`src/rtl/ram_fifo_ctrl_if.sv`:
```
// Handshake and RAM-port bundle for ram_fifo_ctrl.
// slave = controller side, master = producer/consumer/RAM environment side.
interface ram_fifo_ctrl_if #(
  parameter int DATA_W = 4,
  parameter int ADDR_W = 2
);
  logic              wr_valid;
  logic [DATA_W-1:0] wr_data;
  logic              wr_ready;
  logic              rd_valid;
  logic [DATA_W-1:0] rd_data;
  logic              rd_ready;
  logic              full;
  logic              empty;
  logic [ADDR_W:0]   count;
  logic              ram_en;
  logic              ram_rw;
  logic [ADDR_W-1:0] ram_addr;
  logic [DATA_W-1:0] ram_data_in;
  logic [DATA_W-1:0] ram_data_out;
  logic              err;

  modport master (
    output wr_valid, wr_data, rd_ready, ram_data_out,
    input  wr_ready, rd_valid, rd_data, full, empty, count,
           ram_en, ram_rw, ram_addr, ram_data_in, err
  );

  modport slave (
    input  wr_valid, wr_data, rd_ready, ram_data_out,
    output wr_ready, rd_valid, rd_data, full, empty, count,
           ram_en, ram_rw, ram_addr, ram_data_in, err
  );
endinterface

```
`src/rtl/ram_fifo_ctrl.sv`:
```
// FIFO controller around a single-port synchronous RAM with a registered head word.
// Optional sticky overflow/underflow flag: define RAM_FIFO_ERR_EN.
module ram_fifo_ctrl #(
  parameter int DATA_W = 4,
  parameter int ADDR_W = 2
) (
  input  logic           i_clk,
  input  logic           i_rst_n,
  ram_fifo_ctrl_if.slave s_bus
);

  localparam int DEPTH = 2 ** ADDR_W;
  localparam logic [ADDR_W:0]   C_CNT_FULL = (ADDR_W+1)'(DEPTH);
  localparam logic [ADDR_W:0]   C_CNT_ZERO = (ADDR_W+1)'(0);
  localparam logic [ADDR_W:0]   C_CNT_ONE  = (ADDR_W+1)'(1);
  localparam logic [ADDR_W-1:0] C_PTR_ONE  = ADDR_W'(1);

  typedef enum logic [0:0] {
    ST_IDLE    = 1'b0,
    ST_RD_WAIT = 1'b1
  } state_t;

  state_t            r_state;
  state_t            w_state_nxt;
  logic [ADDR_W-1:0] r_wr_ptr;
  logic [ADDR_W-1:0] r_rd_ptr;
  logic [ADDR_W:0]   r_count;
  logic              r_rd_valid;
  logic [DATA_W-1:0] r_rd_data;

  logic              w_pop;
  logic              w_rd_go;
  logic              w_wr_go;
  logic              w_capture;
  logic              w_ram_en;
  logic              w_ram_rw;
  logic [ADDR_W-1:0] w_ram_addr;
  logic [DATA_W-1:0] w_ram_data_in;

  // State register
  always_ff @(posedge i_clk or negedge i_rst_n) begin
    if (!i_rst_n) begin
      r_state <= ST_IDLE;
    end else begin
      r_state <= w_state_nxt;
    end
  end

  // Next-state logic: a read issue always costs exactly one wait cycle
  always_comb begin
    w_state_nxt = r_state;
    case (r_state)
      ST_IDLE: begin
        if (w_rd_go) begin
          w_state_nxt = ST_RD_WAIT;
        end else begin
          w_state_nxt = ST_IDLE;
        end
      end
      ST_RD_WAIT: w_state_nxt = ST_IDLE;
      default:    w_state_nxt = ST_IDLE;
    endcase
  end

  // Output logic: read issue beats write on the shared RAM port
  always_comb begin
    w_pop         = r_rd_valid && s_bus.rd_ready;
    w_rd_go       = 1'b0;
    w_wr_go       = 1'b0;
    w_capture     = 1'b0;
    w_ram_en      = 1'b0;
    w_ram_rw      = 1'b0;
    w_ram_addr    = '0;
    w_ram_data_in = '0;

    case (r_state)
      ST_IDLE: begin
        w_capture = 1'b0;
        if ((r_count != C_CNT_ZERO) && (!r_rd_valid || w_pop)) begin
          w_rd_go = 1'b1;
        end else begin
          w_rd_go = 1'b0;
        end
      end
      ST_RD_WAIT: begin
        w_capture = 1'b1;
        w_rd_go   = 1'b0;
      end
      default: begin
        w_capture = 1'b0;
        w_rd_go   = 1'b0;
      end
    endcase

    // The write gate also looks at reset so no RAM write can leak out while held in reset
    if (i_rst_n && s_bus.wr_valid && (r_count != C_CNT_FULL) && !w_rd_go) begin
      w_wr_go = 1'b1;
    end else begin
      w_wr_go = 1'b0;
    end

    if (w_rd_go) begin
      w_ram_en   = 1'b1;
      w_ram_rw   = 1'b0;
      w_ram_addr = r_rd_ptr;
    end else if (w_wr_go) begin
      w_ram_en      = 1'b1;
      w_ram_rw      = 1'b1;
      w_ram_addr    = r_wr_ptr;
      w_ram_data_in = s_bus.wr_data;
    end else begin
      w_ram_en = 1'b0;
    end
  end

  // Pointers and RAM occupancy; rd_go and wr_go are mutually exclusive
  always_ff @(posedge i_clk or negedge i_rst_n) begin
    if (!i_rst_n) begin
      r_wr_ptr <= '0;
      r_rd_ptr <= '0;
      r_count  <= '0;
    end else if (w_rd_go) begin
      r_rd_ptr <= r_rd_ptr + C_PTR_ONE;
      r_count  <= r_count - C_CNT_ONE;
    end else if (w_wr_go) begin
      r_wr_ptr <= r_wr_ptr + C_PTR_ONE;
      r_count  <= r_count + C_CNT_ONE;
    end
  end

  // Head-word register: capture wins over pop so rd_valid stays up on back-to-back
  always_ff @(posedge i_clk or negedge i_rst_n) begin
    if (!i_rst_n) begin
      r_rd_valid <= 1'b0;
      r_rd_data  <= '0;
    end else if (w_capture) begin
      r_rd_valid <= 1'b1;
      r_rd_data  <= s_bus.ram_data_out;
    end else if (w_pop) begin
      r_rd_valid <= 1'b0;
    end
  end

`ifdef RAM_FIFO_ERR_EN
  logic r_err;

  // Sticky protocol-violation flag
  always_ff @(posedge i_clk or negedge i_rst_n) begin
    if (!i_rst_n) begin
      r_err <= 1'b0;
    end else if ((s_bus.wr_valid && (r_count == C_CNT_FULL)) ||
                 (s_bus.rd_ready && !r_rd_valid)) begin
      r_err <= 1'b1;
    end
  end

  assign s_bus.err = r_err;
`else
  assign s_bus.err = 1'b0;
`endif

  assign s_bus.wr_ready    = w_wr_go;
  assign s_bus.rd_valid    = r_rd_valid;
  assign s_bus.rd_data     = r_rd_data;
  assign s_bus.full        = (r_count == C_CNT_FULL);
  assign s_bus.empty       = (r_count == C_CNT_ZERO) && !r_rd_valid;
  assign s_bus.count       = r_count;
  assign s_bus.ram_en      = w_ram_en;
  assign s_bus.ram_rw      = w_ram_rw;
  assign s_bus.ram_addr    = w_ram_addr;
  assign s_bus.ram_data_in = w_ram_data_in;

endmodule

```
`src/flat_wrapper.sv`:
```
// flat-port wrapper written by rule: the top's interface ports become plain ports
module ram_fifo_ctrl_flat 
#(
  parameter int DATA_W = 4,
  parameter int ADDR_W = 2
)
  (i_clk, i_rst_n, s_bus_wr_valid, s_bus_wr_data, s_bus_rd_ready, s_bus_ram_data_out, s_bus_wr_ready, s_bus_rd_valid, s_bus_rd_data, s_bus_full, s_bus_empty, s_bus_count, s_bus_ram_en, s_bus_ram_rw, s_bus_ram_addr, s_bus_ram_data_in, s_bus_err);
  ram_fifo_ctrl_if #(.DATA_W(DATA_W), .ADDR_W(ADDR_W)) s_bus_i ();
  input  logic i_clk;
  input  logic i_rst_n;
  input wire logic [$bits(s_bus_i.wr_valid)-1:0] s_bus_wr_valid;
  input wire logic [$bits(s_bus_i.wr_data)-1:0] s_bus_wr_data;
  input wire logic [$bits(s_bus_i.rd_ready)-1:0] s_bus_rd_ready;
  input wire logic [$bits(s_bus_i.ram_data_out)-1:0] s_bus_ram_data_out;
  output wire logic [$bits(s_bus_i.wr_ready)-1:0] s_bus_wr_ready;
  output wire logic [$bits(s_bus_i.rd_valid)-1:0] s_bus_rd_valid;
  output wire logic [$bits(s_bus_i.rd_data)-1:0] s_bus_rd_data;
  output wire logic [$bits(s_bus_i.full)-1:0] s_bus_full;
  output wire logic [$bits(s_bus_i.empty)-1:0] s_bus_empty;
  output wire logic [$bits(s_bus_i.count)-1:0] s_bus_count;
  output wire logic [$bits(s_bus_i.ram_en)-1:0] s_bus_ram_en;
  output wire logic [$bits(s_bus_i.ram_rw)-1:0] s_bus_ram_rw;
  output wire logic [$bits(s_bus_i.ram_addr)-1:0] s_bus_ram_addr;
  output wire logic [$bits(s_bus_i.ram_data_in)-1:0] s_bus_ram_data_in;
  output wire logic [$bits(s_bus_i.err)-1:0] s_bus_err;
  assign s_bus_i.wr_valid = s_bus_wr_valid;
  assign s_bus_i.wr_data = s_bus_wr_data;
  assign s_bus_i.rd_ready = s_bus_rd_ready;
  assign s_bus_i.ram_data_out = s_bus_ram_data_out;
  assign s_bus_wr_ready = s_bus_i.wr_ready;
  assign s_bus_rd_valid = s_bus_i.rd_valid;
  assign s_bus_rd_data = s_bus_i.rd_data;
  assign s_bus_full = s_bus_i.full;
  assign s_bus_empty = s_bus_i.empty;
  assign s_bus_count = s_bus_i.count;
  assign s_bus_ram_en = s_bus_i.ram_en;
  assign s_bus_ram_rw = s_bus_i.ram_rw;
  assign s_bus_ram_addr = s_bus_i.ram_addr;
  assign s_bus_ram_data_in = s_bus_i.ram_data_in;
  assign s_bus_err = s_bus_i.err;
  ram_fifo_ctrl #(.DATA_W(DATA_W), .ADDR_W(ADDR_W)) u_core (.i_clk(i_clk), .i_rst_n(i_rst_n), .s_bus(s_bus_i));
endmodule
```
`config.mk`:
```
export PLATFORM = sky130hd
export DESIGN_NAME = ram_fifo_ctrl_flat
export DESIGN_NICKNAME = d
export VERILOG_FILES = /design/src/rtl/ram_fifo_ctrl_if.sv /design/src/rtl/ram_fifo_ctrl.sv /design/src/flat_wrapper.sv
export SDC_FILE = /design/constraint.sdc
export NUM_CORES = 1
export LEC_CHECK = 0
export CORE_UTILIZATION = 39
export CTS_CLUSTER_SIZE = 14
export DETAILED_ROUTE_END_ITERATION = 8
export HOLD_SLACK_MARGIN = 0.15
export PLACE_DENSITY = 0.8
export RECOVER_POWER = 50
export SYNTH_ARGS = -nofsm -noshare
export SYNTH_HDL_FRONTEND = slang
export SYNTH_SLANG_ARGS = --single-unit
```
`constraint.sdc`:
```
create_clock -name i_clk -period 2.36 [get_ports i_clk]
set_input_delay 0.236 -clock i_clk [delete_from_list [all_inputs] [get_ports i_clk]]
set_output_delay 0.236 -clock i_clk [all_outputs]
set_load 0.1 [all_outputs]
```
# --- Word level (Yosys, flattened, before mapping) ---
# Cells that the tools add are included.
op_classes:
  eq_ne: 2
  mux: 17
  bitwise: 2
  n_reduce_logical: 14
  addsub: 4
op_table:
  columns: ["op", "n"]
  rows:
  - ["two-way mux 1 bit", 8]
  - ["two-way mux 4 bit", 2]
  - ["logical AND 1 bit", 6]
  - ["two-way mux 3 bit", 2]
  - ["case mux 1 bit (2 select lines)", 3]
  - ["adder 2 x 1 -> 2 bit, second input constant", 2]
  - ["two-way mux 2 bit", 2]
  - ["nonzero test 2 bit", 2]
  - ["adder 3 x 1 -> 3 bit, second input constant", 1]
  - ["equality test 3 bit, second input constant", 1]
  - ["logical NOT 3 bit", 1]
  - ["inequality test 3 bit, second input constant", 1]
  - ["nonzero test 3 bit", 1]
  - ["subtractor 3 x 1 -> 3 bit, second input constant", 1]
  - ["logical NOT 1 bit", 2]
  - ["inverter 1 bit", 2]
  - ["AND reduction 2 bit", 1]
  - ["logical OR 1 bit", 1]
word_totals:
  wordCells: 45
  output_inout_bits: 20
  reg_bits: 13

# --- Longest topological paths before layout ---
depth:
  word_depth: 10
  mapped_depth: 8
  ltp_nobuf: 7

# --- Worst setup path after synthesis ---
# OpenSTA, ideal clock, no wires.
synth_path:
  kind: "register -> register"
  from: "register u_core.r_count[2] (netlist: u_core.s_bus.count[2])"
  to: "register u_core.r_count[1] (netlist: u_core.s_bus.count[1])"
  required_ns: 2.232
  path_stages_with_launch: 4
  setup_time_ns: 0.128
  n_path_buf: 0
  arrival_time_ns: 4.217
  slack_ns: -1.985
  cell_sequence: "dfrtp_1 -> nor3b_2 -> o21ai_1 -> mux2_2"
synth_via:
  elab_chain_len: 8
synth_lines:
  columns: ["element", "line_no", "source"]
  rows:
  - ["start, declared", "ram_fifo_ctrl.sv:27", "logic [ADDR_W:0] r_count;"]
  - ["start signal, assigned", "ram_fifo_ctrl.sv:124", "r_count <= r_count - C_CNT_ONE;"]
  - ["start signal, assigned", "ram_fifo_ctrl.sv:127", "r_count <= r_count + C_CNT_ONE;"]
  - ["nonzero test 3 bit", "ram_fifo_ctrl.sv:79", "if ((r_count != C_CNT_ZERO) && (!r_rd_valid || w_pop)) begin"]
  - ["logical AND 1 bit", "ram_fifo_ctrl.sv:79", null]
  - ["two-way mux 1 bit", "ram_fifo_ctrl.sv:79", null]
  - ["case mux 1 bit (2 select lines)", "ram_fifo_ctrl.sv:76", "case (r_state)"]
  - ["logical NOT 1 bit", "ram_fifo_ctrl.sv:96", "if (i_rst_n && s_bus.wr_valid && (r_count != C_CNT_FULL) && !w_rd_go) begin"]
  - ["logical AND 1 bit", "ram_fifo_ctrl.sv:96", null]
  - ["two-way mux 1 bit", "ram_fifo_ctrl.sv:96", null]
  - ["nonzero test 2 bit (no source line)", null, null]
# Several ways; a longest one is shown, not always the timed one.
# A chain may end at the register's enable or synchronous reset.

# --- Worst setup path after layout ---
layout_path:
  from: "register u_core.r_count[2] (netlist: u_core.s_bus.count[2])"
  to: "output port s_bus_ram_addr[0]"
layout_via:
  elab_chain_len: 9
layout_lines:
  columns: ["element", "line_no", "source"]
  rows:
  - ["nonzero test 3 bit", "ram_fifo_ctrl.sv:79", null]
  - ["logical AND 1 bit", "ram_fifo_ctrl.sv:79", null]
  - ["two-way mux 1 bit", "ram_fifo_ctrl.sv:79", null]
  - ["case mux 1 bit (2 select lines)", "ram_fifo_ctrl.sv:76", null]
  - ["logical NOT 1 bit", "ram_fifo_ctrl.sv:96", null]
  - ["logical AND 1 bit", "ram_fifo_ctrl.sv:96", null]
  - ["two-way mux 1 bit", "ram_fifo_ctrl.sv:96", null]
  - ["two-way mux 2 bit", "ram_fifo_ctrl.sv:106", "end else if (w_wr_go) begin"]
  - ["two-way mux 2 bit *", "ram_fifo_ctrl.sv:102", "if (w_rd_go) begin"]
  - ["end, declared", "flat_wrapper.sv:23", "output wire logic [$bits(s_bus_i.ram_addr)-1:0] s_bus_ram_addr;"]
# Every way passes the cells marked *; elsewhere a longest branch is shown, timed or not.

==> results.toml <==
[clock_tree]
clkLatencyLatePin_ps = 280
cts_sinks = 13
cts_made_buffers = 3
cts_tree = "built"
clkSlewWorstSetupHoldPaths_ps = 90
clk_path_buf_depth = 2
root_buffer = "clkbuf_4"
h-tree-depth = 1

[setup_path]
crit_path_end = "s_bus_ram_addr[0]"
crit_path_start_kind = "flop"
crit_family = "simple AND/OR/NAND/NOR gates"
worstPathRequired_ps = 2120
r2r-end = "u_core.s_bus.count[2]"
startpoint = "u_core.s_bus.count[2]"
cp-end-kind = "output pin"
crit_buf_inv = 2
r2r_start = "u_core.s_bus.count[2]"
cp_data_arrival_time_ps = 2040
worstSetupPathType = "reg2out"
cp.depth = 6
path_cells = "or3_4 > a311oi_4 > buf_6 > nand2_2 > nand2_8 > buf_12"
crit_path_max_fanout = 8
cp_slowest_cell = "dfrtp_4"
rr_worst_depth = 7
max_stage_delay_ps = 510
r2r_setup_slack_ps = 90

[timing]
fmax_mhz = 439
clock_skew_ps = 13.6
drv_slew = 0
tns_ps = 0
finalHoldViolCount = 0
fin_crit_sh = 0.965
slew_headroom = 0.223
worst_slew_pin_slew_ps = 1170
setup_viol = 0
rsz0062_at_grt = "no"
period_needed_ps = 2280
timing.hold.ws_ps = 490

[synth]
syn_inst = 57
ys_ff_latch = 13
netlist.area_leader.share = 0.489
syn_avg_cell_area_um2 = 11.7
netlist_top_cells_area = "dfrtp_1 (49%), mux2_2 (8.5%), xnor2_1 (5.3%)"
synth_adder_area_share = 0.0188
synth_nets = 70
syn-cell-area_um2 = 666
yosys_warnings = 0
synth-xor-area-share = 0.0789
synth-simple-area-share = 0.148
synth-edff-count = 0
yosysSeqAreaShare = 0.489
synth_top_family_by_area = "simple AND/OR/NAND/NOR gates"
synth_mux_area_frac = 0.0846
ys_dominant_reg_cell = "dfrtp_1"
synth.distinct_cells = 27
synth_area_leader_cell = "dfrtp_1"
synth-compound-area-share = 0.128
synth-async-reset-ratio = 1.00

[layout]
num-nets-final = 110
layout-drive-gt1-share = 0.469
fillCellCount = 114
diodes = 0
final_common_cell = "buf_4"
final_cell_mix = "buf_4 (11), clkdlybuf4s50_1 (10), buf_12 (10), dfrtp_1 (9), clkbuf_1 (6)"
area_delta_synth_final_pct = 76.9
layoutNonFillerInstCount = 112

[floorplanning]
rows = 14
initial_core_util = 0.432
die_h_um = 43.3
fp.dieW_um = 43.3
dieArea_um2 = 1880
core-area_um2 = 1540
io-pin-count = 32

[routing]
drc = 0
first_iter_violations = 8
routed_via_density = 5.29
dr.pass1.iters = 4
routed_wl_mm = 1.66
via_count = 592
wl_met1_um = 660
wl_met3_um = 77
postRouteAntennaNets = 0
highest_layer = "met4"
dr_wl_met2_um = 858
wl_per_cell_um = 14.8

[grt]
overflow = 0
grt_first_pass_wirelength_mm = 2.79
first_global_vias = 597
grt_usage = 0.211
antenna_found_initial = 0
grt_max_degree = 14

[min_path]
hold_path_class = "reg2reg"

[run_status]
outcome = "complete, no violations"

[placement]
hpwl_mm = 1.23
place_congestion = 0.765
dp_cells = 104
io_buffers = 30

[job]
cap_violations = 0
worst min path at each step:
stage	slack (ps)	start	cells past startpoint	endpoint
2_1_floorplan	-60	i_rst_n	0	u_core.r_rd_ptr[0]
3_3_place_gp	460	u_core.r_rd_ptr[0]	1	u_core.r_rd_ptr[0]
3_5_place_dp	480	u_core.r_rd_ptr[0]	1	u_core.r_rd_ptr[0]
4_1_cts	290	i_rst_n	2	u_core.s_bus.rd_data[1]
5_1_grt	520	u_core.r_rd_ptr[1]	1	u_core.r_rd_ptr[1]
6_report	490	u_core.r_rd_ptr[0]	1	u_core.r_rd_ptr[0]
layer usage:
layer / track usage / vias up
met4: 0.133 / 0
met2: 0.334 / 20
met1: 0.253 / 290
met5: 0 / -
li1: - / 274
met3: 0.0553 / 8
stage by stage:
step | setup slack, ps | instance area [um^2] | utilization
global placement | 259 | 1140 | 0.737
floorplan | -638 | 728 | -
global route | 2.14 | 1180 | 0.764
detailed placement | 68.5 | 1140 | 0.737
finish | 82.5 | 1180 | 0.764
CTS | 34.8 | 1170 | 0.761
cell usage after synthesis (2+ instances only):
master   instances
xor2_1           2
nand2_1          3
nor2_1           2
dfrtp_1         13
and2_1           4
o21ai_0          2
xnor2_1          4
mux2_2           5
buf_4            2
inv_1            3
worst register-to-register path: stages (launching register included):
cell and delay [ps]:
dfrtp_4 510, or3_4 430, nand3_1 130, xnor2_1 90, ha_1 230, or4_1 490
o311ai_0 120, o21ai_1 130
state kept, by name, indices dropped and copies added (netlist names):
register / cells
u_core.r_wr_ptr: 2
u_core.r_state: 1
u_core.s_bus.rd_valid: 1
u_core.r_rd_ptr: 2
u_core.s_bus.count: 3
u_core.s_bus.rd_data: 4
timing repair:
item | 4_1_cts | 5_1_grt
pin swaps | 0 | 1
endpoints found under the setup margin | 1 | 2
hold buffers | 0 | 0
resized for setup | 1 | 1
setup buffers | 1 | 3
final cells by class:
| type | instances | area [um^2] | share of cell area |
|---|---|---|---|
| clock buffer | 4 | 26.3 | 0.0223 |
| inverter | 3 | 11.3 | 0.00956 |
| multi-input combinational | 38 | 362 | 0.307 |
| sequential | 13 | 335 | 0.285 |
| tap | 16 | 20.0 | 0.0170 |
| timing repair buffer | 38 | 423 | 0.359 |
kinds of logic after synthesis:
kind of cell               Yosys count
AOI/OAI and AO/OA                    9
xor gates and xnor gates             6
adders and majority gates            1
DFF                                 13
other                                1
muxes                                5
buffers and inverters                6
and+or+nand+nor                     16
Power is not shown: default switching activity piles up to over one toggle a cycle in this logic, so the estimate is an artifact.
==> edit 1: new RTL, same flow settings <==
`ADDR_W` is set to 2 in 3 places; all go to 1.
--- a/src/rtl/ram_fifo_ctrl_if.sv
+++ b/src/rtl/ram_fifo_ctrl_if.sv
@@ -3,5 +3,5 @@
 interface ram_fifo_ctrl_if #(
   parameter int DATA_W = 4,
-  parameter int ADDR_W = 2
+  parameter int ADDR_W = 1
 );
   logic              wr_valid;
--- a/src/rtl/ram_fifo_ctrl.sv
+++ b/src/rtl/ram_fifo_ctrl.sv
@@ -3,5 +3,5 @@
 module ram_fifo_ctrl #(
   parameter int DATA_W = 4,
-  parameter int ADDR_W = 2
+  parameter int ADDR_W = 1
 ) (
   input  logic           i_clk,
--- a/src/flat_wrapper.sv
+++ b/src/flat_wrapper.sv
@@ -3,5 +3,5 @@
 #(
   parameter int DATA_W = 4,
-  parameter int ADDR_W = 2
+  parameter int ADDR_W = 1
 )
   (i_clk, i_rst_n, s_bus_wr_valid, s_bus_wr_data, s_bus_rd_ready, s_bus_ram_data_out, s_bus_wr_ready, s_bus_rd_valid, s_bus_rd_data, s_bus_full, s_bus_empty, s_bus_count, s_bus_ram_en, s_bus_ram_rw, s_bus_ram_addr, s_bus_ram_data_in, s_bus_err);
Ports: changed (resized s_bus_count and s_bus_ram_addr); port bits go from 32 to 30. No check against the original RTL was run, so the function may have changed too.
==> edit 1 against the unedited design <==
Utilization rose by 0.31 points. Design area down 23%. Synthesized area is 20% lower. Sequential cell count decreased by 3. Routed wire length shrank 27%. Setup slack improved by 0.15 ns. Highest routed layer unchanged. Maximum frequency rose by 7.0%. Worst hold slack worse by 0.090 ns.
Power is left out: the tool's default activity adds up to more than one toggle a clock period on the data nets, which glitch-free logic cannot reach.
==> edit 1: results (changes against the unedited design) <==
The iteration count of the initial detailed-routing pass came out at 3 (-1). The worst setup slack before clock tree synthesis came out at 0.351 ns (+0.283 ns). The largest fanout on the critical path was 11 (+3).

The met1 global-route usage came out at 23.4% (-1.8 points). The gate count after technology mapping is 49 (-14%). In this run the critical register-to-register path is captured at u_core.r_wr_ptr.

The total number of vias was 454 (-23%). By count the netlist is led by 10 x sky130_fd_sc_hd__dfrtp_1, 4 x sky130_fd_sc_hd__and2_2, 4 x sky130_fd_sc_hd__mux2_2, 4 x sky130_fd_sc_hd__nor2_1. The final standard cell count with taps included and fillers excluded came to 92 (-18%). The share of the core filled with cells came out at 76.7% (+0.31 points). The post-CTS setup-driven buffer insertion count came out at 0 (-1). The CTS clock-pin slew for the worst setup and hold paths is 0.07 ns (-0.02 ns).

The path class of the tightest hold or removal check is in -> async. The cell count after placement came out at 88 (-15%). The complex-gate fraction of the synthesized area was 14.6% (+1.8 points). The actual slew at the worst max-slew pin is 1.16 ns (-0.00776 ns). The flow ran to the end, and the final reports show no timing, DRC or antenna violations. The total half-perimeter wirelength after legalization and detailed placement is 934 um (-24%). The share of layout cells above drive strength 1 was 46.2% (-0.72 points). The maximum number of pins on one net before global-route repair came out at 12 (-2). The adder and majority gate portion of the synthesized area was 0% (-1.9 points). The via count of the first global-routing pass is 403 (-32%). The aggregate global-route resource usage is 21.3% (+0.20 points).

The net count of the mapped netlist is 61 (-13%). The worst clock skew came out at 0.0134 ns (-0.000188 ns). The DRC marker count from the first detailed-route iteration came to 6 (-2).

The placer's final routability congestion estimate came out at 0.830 (+8.5%). The depth of the most critical reg-to-reg path is 3 (-4). In this run the critical register-to-register path is launched from u_core.s_bus.count[1]. The arrival time of data at the critical path endpoint is 1.89 ns (-0.15 ns).

The first-pass GRT wire length is 1920 um (-31%). The multiplexer fraction of the synthesized cell area is 10.4% (+1.9 points). The number of instances resized during post-cts repair is 0 (-1). The final-layout fill cell count is 80 (-30%). The setup slack of the most critical reg-to-reg path is 0.92 ns (+0.83 ns). The global-route met3 utilization is 8.67% (+3.1 points). CTS placed an instance of sky130_fd_sc_hd__clkbuf_4 at the clock tree root. The total wire length is 1210 um (-27%). The fraction of met2 tracks used by global routing came out at 30.0% (-3.4 points).

The total cell area at the placement stage is 891 sq um (-22%). The sequential-to-total area share from yosys stat is 47.2% (-1.7 points). The number of distinct library cells after synthesis is 24 (-11%). The xor and xnor fraction of the mapped netlist area is 3.30% (-4.6 points). The post-layout net count came to 91 (-17%).
[edit 1: logic make-up after synthesis]
kind of cell,count (synthesis)
AND/OR/NAND/NOR,15
multiplexers,5
XOR/XNOR,2
other,1
buffers and inverters,7
flip-flops,10
AO/OA/AOI/OAI,9
[edit 1: area by class of cell]
type                       count  share of cell area [%]
timing repair buffer          29                    37.1
sequential                    10                    28.5
multi-input combinational     32                    28.3
clock buffer                   4                    2.89
tap                           14                    1.93
inverter                       3                    1.24
[edit 1: worst max path at each step]
stage | slack, ns | cells after the start | from | to
final | 0.23 | 7 | i_rst_n | s_bus_ram_addr
after global routing | 0.09 | 7 | i_rst_n | s_bus_ram_addr
after CTS | 0.26 | 4 | u_core.s_bus.count[1] | s_bus_ram_data_in[2]
after detailed placement | 0.35 | 5 | i_rst_n | s_bus_ram_data_in[2]
after global placement | 0.37 | 5 | i_rst_n | s_bus_ram_data_in[0]
after floorplan | -0.43 | 4 | u_core.s_bus.count[1] | s_bus_ram_data_in[0]
[edit 1: worst max-delay path, stage by stage]
cell	delay [ns]
sky130_fd_sc_hd__dlygate4sd3_1	0.58
sky130_fd_sc_hd__buf_4	0.21
sky130_fd_sc_hd__and3_1	0.19
sky130_fd_sc_hd__nor3b_1	0.23
sky130_fd_sc_hd__a31oi_1	0.07
sky130_fd_sc_hd__o21ai_1	0.16
sky130_fd_sc_hd__buf_12	0.21
[edit 1: routing by layer]
| layer | wire length [um] | part of all wire, % | vias to the layer above |
|---|---|---|---|
| li1 | - | - | 219 |
| met1 | 513 | 42 | 218 |
| met2 | 583 | 48 | 13 |
| met3 | 69 | 5.7 | 4 |
| met4 | 47 | 3.9 | 0 |
| met5 | 0 | 0 | - |
==> edit 2: new RTL, config.mk and constraints unchanged <==
Without the edit above. Build with the macro `RAM_FIFO_ERR_EN` defined.
--- a/src/rtl/ram_fifo_ctrl.sv
+++ b/src/rtl/ram_fifo_ctrl.sv
@@ -1,4 +1,6 @@
 // FIFO controller around a single-port synchronous RAM with a registered head word.
 // Optional sticky overflow/underflow flag: define RAM_FIFO_ERR_EN.
+`define RAM_FIFO_ERR_EN
+
 module ram_fifo_ctrl #(
   parameter int DATA_W = 4,
Function: changed (a bounded check fails within 4 cycles, from zero or initial values and one cycle with i_rst_n low).
==> edit 2 against the unedited design <==
Critical path depth stayed put. Critical path type unchanged. Synthesized area rose by 9.6%. Non-clock buffer count is 1 lower. Routed wire length increased by 6.0%. Design area grew 7.8%. First-iteration DRC count down 13%. Via count grew 6.3%. Utilization shrank 3.7 points. Setup slack got worse by 0.016 ns. Sequential cell count grew 1.
Power is not shown: default switching activity piles up to over one toggle a cycle in this logic, so the estimate is an artifact.
==> edit 2: results (changes against the unedited design) <==
The startpoint of the most critical register-to-register path is u_core.s_bus.count[1]. The source of the critical timing path is u_core.s_bus.count[2]. The hold path endpoint is u_core.r_rd_ptr[0]. The min-delay analysis places its worst path in the category reg -> reg. The cell count after placement is 118 (+13%). The net count of the mapped netlist is 74 (+5.7%). The tightest hold margin came out at 0.477 ns (-0.0132 ns). The maximum number of pins on one net before global-route repair is 15 (+1).

The worst-path cell with the longest stage delay is sky130_fd_sc_hd__dfrtp_4. The actual slew at the worst max-slew pin is 1.18 ns (+0.00439 ns). The post-layout net count came to 113 (+2.7%). The via count of the first global-routing pass came out at 615 (+3.0%). The flow ran to the end, and the final reports show no timing, DRC or antenna violations. The average instance area after synthesis came to 12.0 sq um (+2.4%).

The depth of the most critical reg-to-reg path is 8 (+1). Yosys attributes the largest share of cell area to sky130_fd_sc_hd__dfrtp_1 48%, sky130_fd_sc_hd__mux2_2 7.7%, sky130_fd_sc_hd__xor2_1 4.8%. The clock latency of the later-clocked register in the worst-skew pair came out at 0.28 ns (about the same).

The worst clock skew came out at 0.00330 ns (-0.0103 ns). The sequential-to-total area share from yosys stat came out at 48.0% (-0.84 points). The number of distinct library cells after synthesis is 29 (+7.4%). The total cell area at the placement stage came out at 1220 sq um (+7.5%).

The first-pass GRT wire length came out at 2730 um (-2.2%). The setup slack of the most critical reg-to-reg path was 0.21 ns (+0.12 ns). The largest fanout on the critical path was 9 (+1). The total half-perimeter wirelength after legalization and detailed placement came out at 1260 um (+2.7%).

The final routed wire length divided by cell count is 14.2 um (-4.2%). The placer's final routability congestion estimate is 0.711 (-7.1%). The commonest cells after synthesis are 14 x sky130_fd_sc_hd__dfrtp_1, 5 x sky130_fd_sc_hd__mux2_2, 4 x sky130_fd_sc_hd__nand2_1, 4 x sky130_fd_sc_hd__xor2_1, 3 x sky130_fd_sc_hd__inv_1.

The share of layout cells above drive strength 1 came out at 45.5% (-1.4 points). The final-layout fill cell count came out at 131 (+15%). The DRC marker count from the first detailed-route iteration came to 7 (-1). The aggregate global-route resource usage was 19.3% (-1.8 points). The arrival time of data at the critical path endpoint came out at 2.06 ns (+0.02 ns). The tree is rooted in a sky130_fd_sc_hd__clkbuf_4. The largest stage delay on the critical path came to 0.54 ns (+0.03 ns). The total number of yosys warnings came to 0 (unchanged). The mean number of vias per cell is 5.07 (-4.0%). The total wire length is 1760 um (+6.0%).

The number of I/O port buffers came to 31 (+3.3%).
[edit 2: cell type report]
cell class                 instances  area share [%]
clock buffer                       4            2.86
inverter                           3           0.888
multi-input combinational         41            31.7
sequential                        14            28.4
tap                               25            2.47
timing repair buffer              37            33.7
[edit 2: timing repair]
action	4_1_cts	5_1_grt
buffers inserted	0	1
gates resized for setup	1	5
pin swaps	0	1
hold buffers	0	0
cloned	0	1
setup endpoints to repair	1	6
[edit 2: worst max path at each step]
| stage | slack, ns | cells past startpoint | endpoint |
|---|---|---|---|
| after CTS | 0.01 | 6 | s_bus_ram_addr[0] |
| after floorplan | -0.71 | 5 | s_bus_ram_addr[0] |
| after global routing | -0.005 | 6 | s_bus_ram_addr[0] |
| final | 0.07 | 6 | s_bus_ram_addr[0] |
| after detailed placement | 0.09 | 9 | u_core.s_bus.count[2] |
| after global placement | 0.21 | 9 | u_core.s_bus.count[2] |
[edit 2: logic make-up (layout without fill, tap and decap cells)]
kind of cell / count (synthesis) / after routing / synth area share (%)
AND/OR/NAND/NOR: 22 / 22 / 19.9
buffers and inverters: 6 / 44 / 4.80
XOR/XNOR: 6 / 6 / 7.20
flip-flops: 14 / 14 / 48.0
adder cells (fa/ha/maj): 1 / 1 / 1.71
AO/OA/AOI/OAI: 7 / 7 / 10.6
multiplexers: 5 / 5 / 7.72
[edit 2: per-stage QoR]
step	worst slack, ns	TNS [ns]	utilization [%]
after floorplan	-0.708	-7.28	-
after global placement	0.211	0	70.0
after detailed placement	0.0918	0	70.0
after CTS	0.0101	0	72.3
after global routing	-0.00515	-0.00515	72.7
final	0.0662	0	72.7
[edit 2: layer usage]
layer / part of all wire [%] / wire (um) / GRT usage, %
met5: 0 / 0 / 0
met4: 1.4 / 25 / 9.09
met3: 3.5 / 62 / 3.60
met2: 52 / 922 / 32.8
met1: 43 / 752 / 23.6
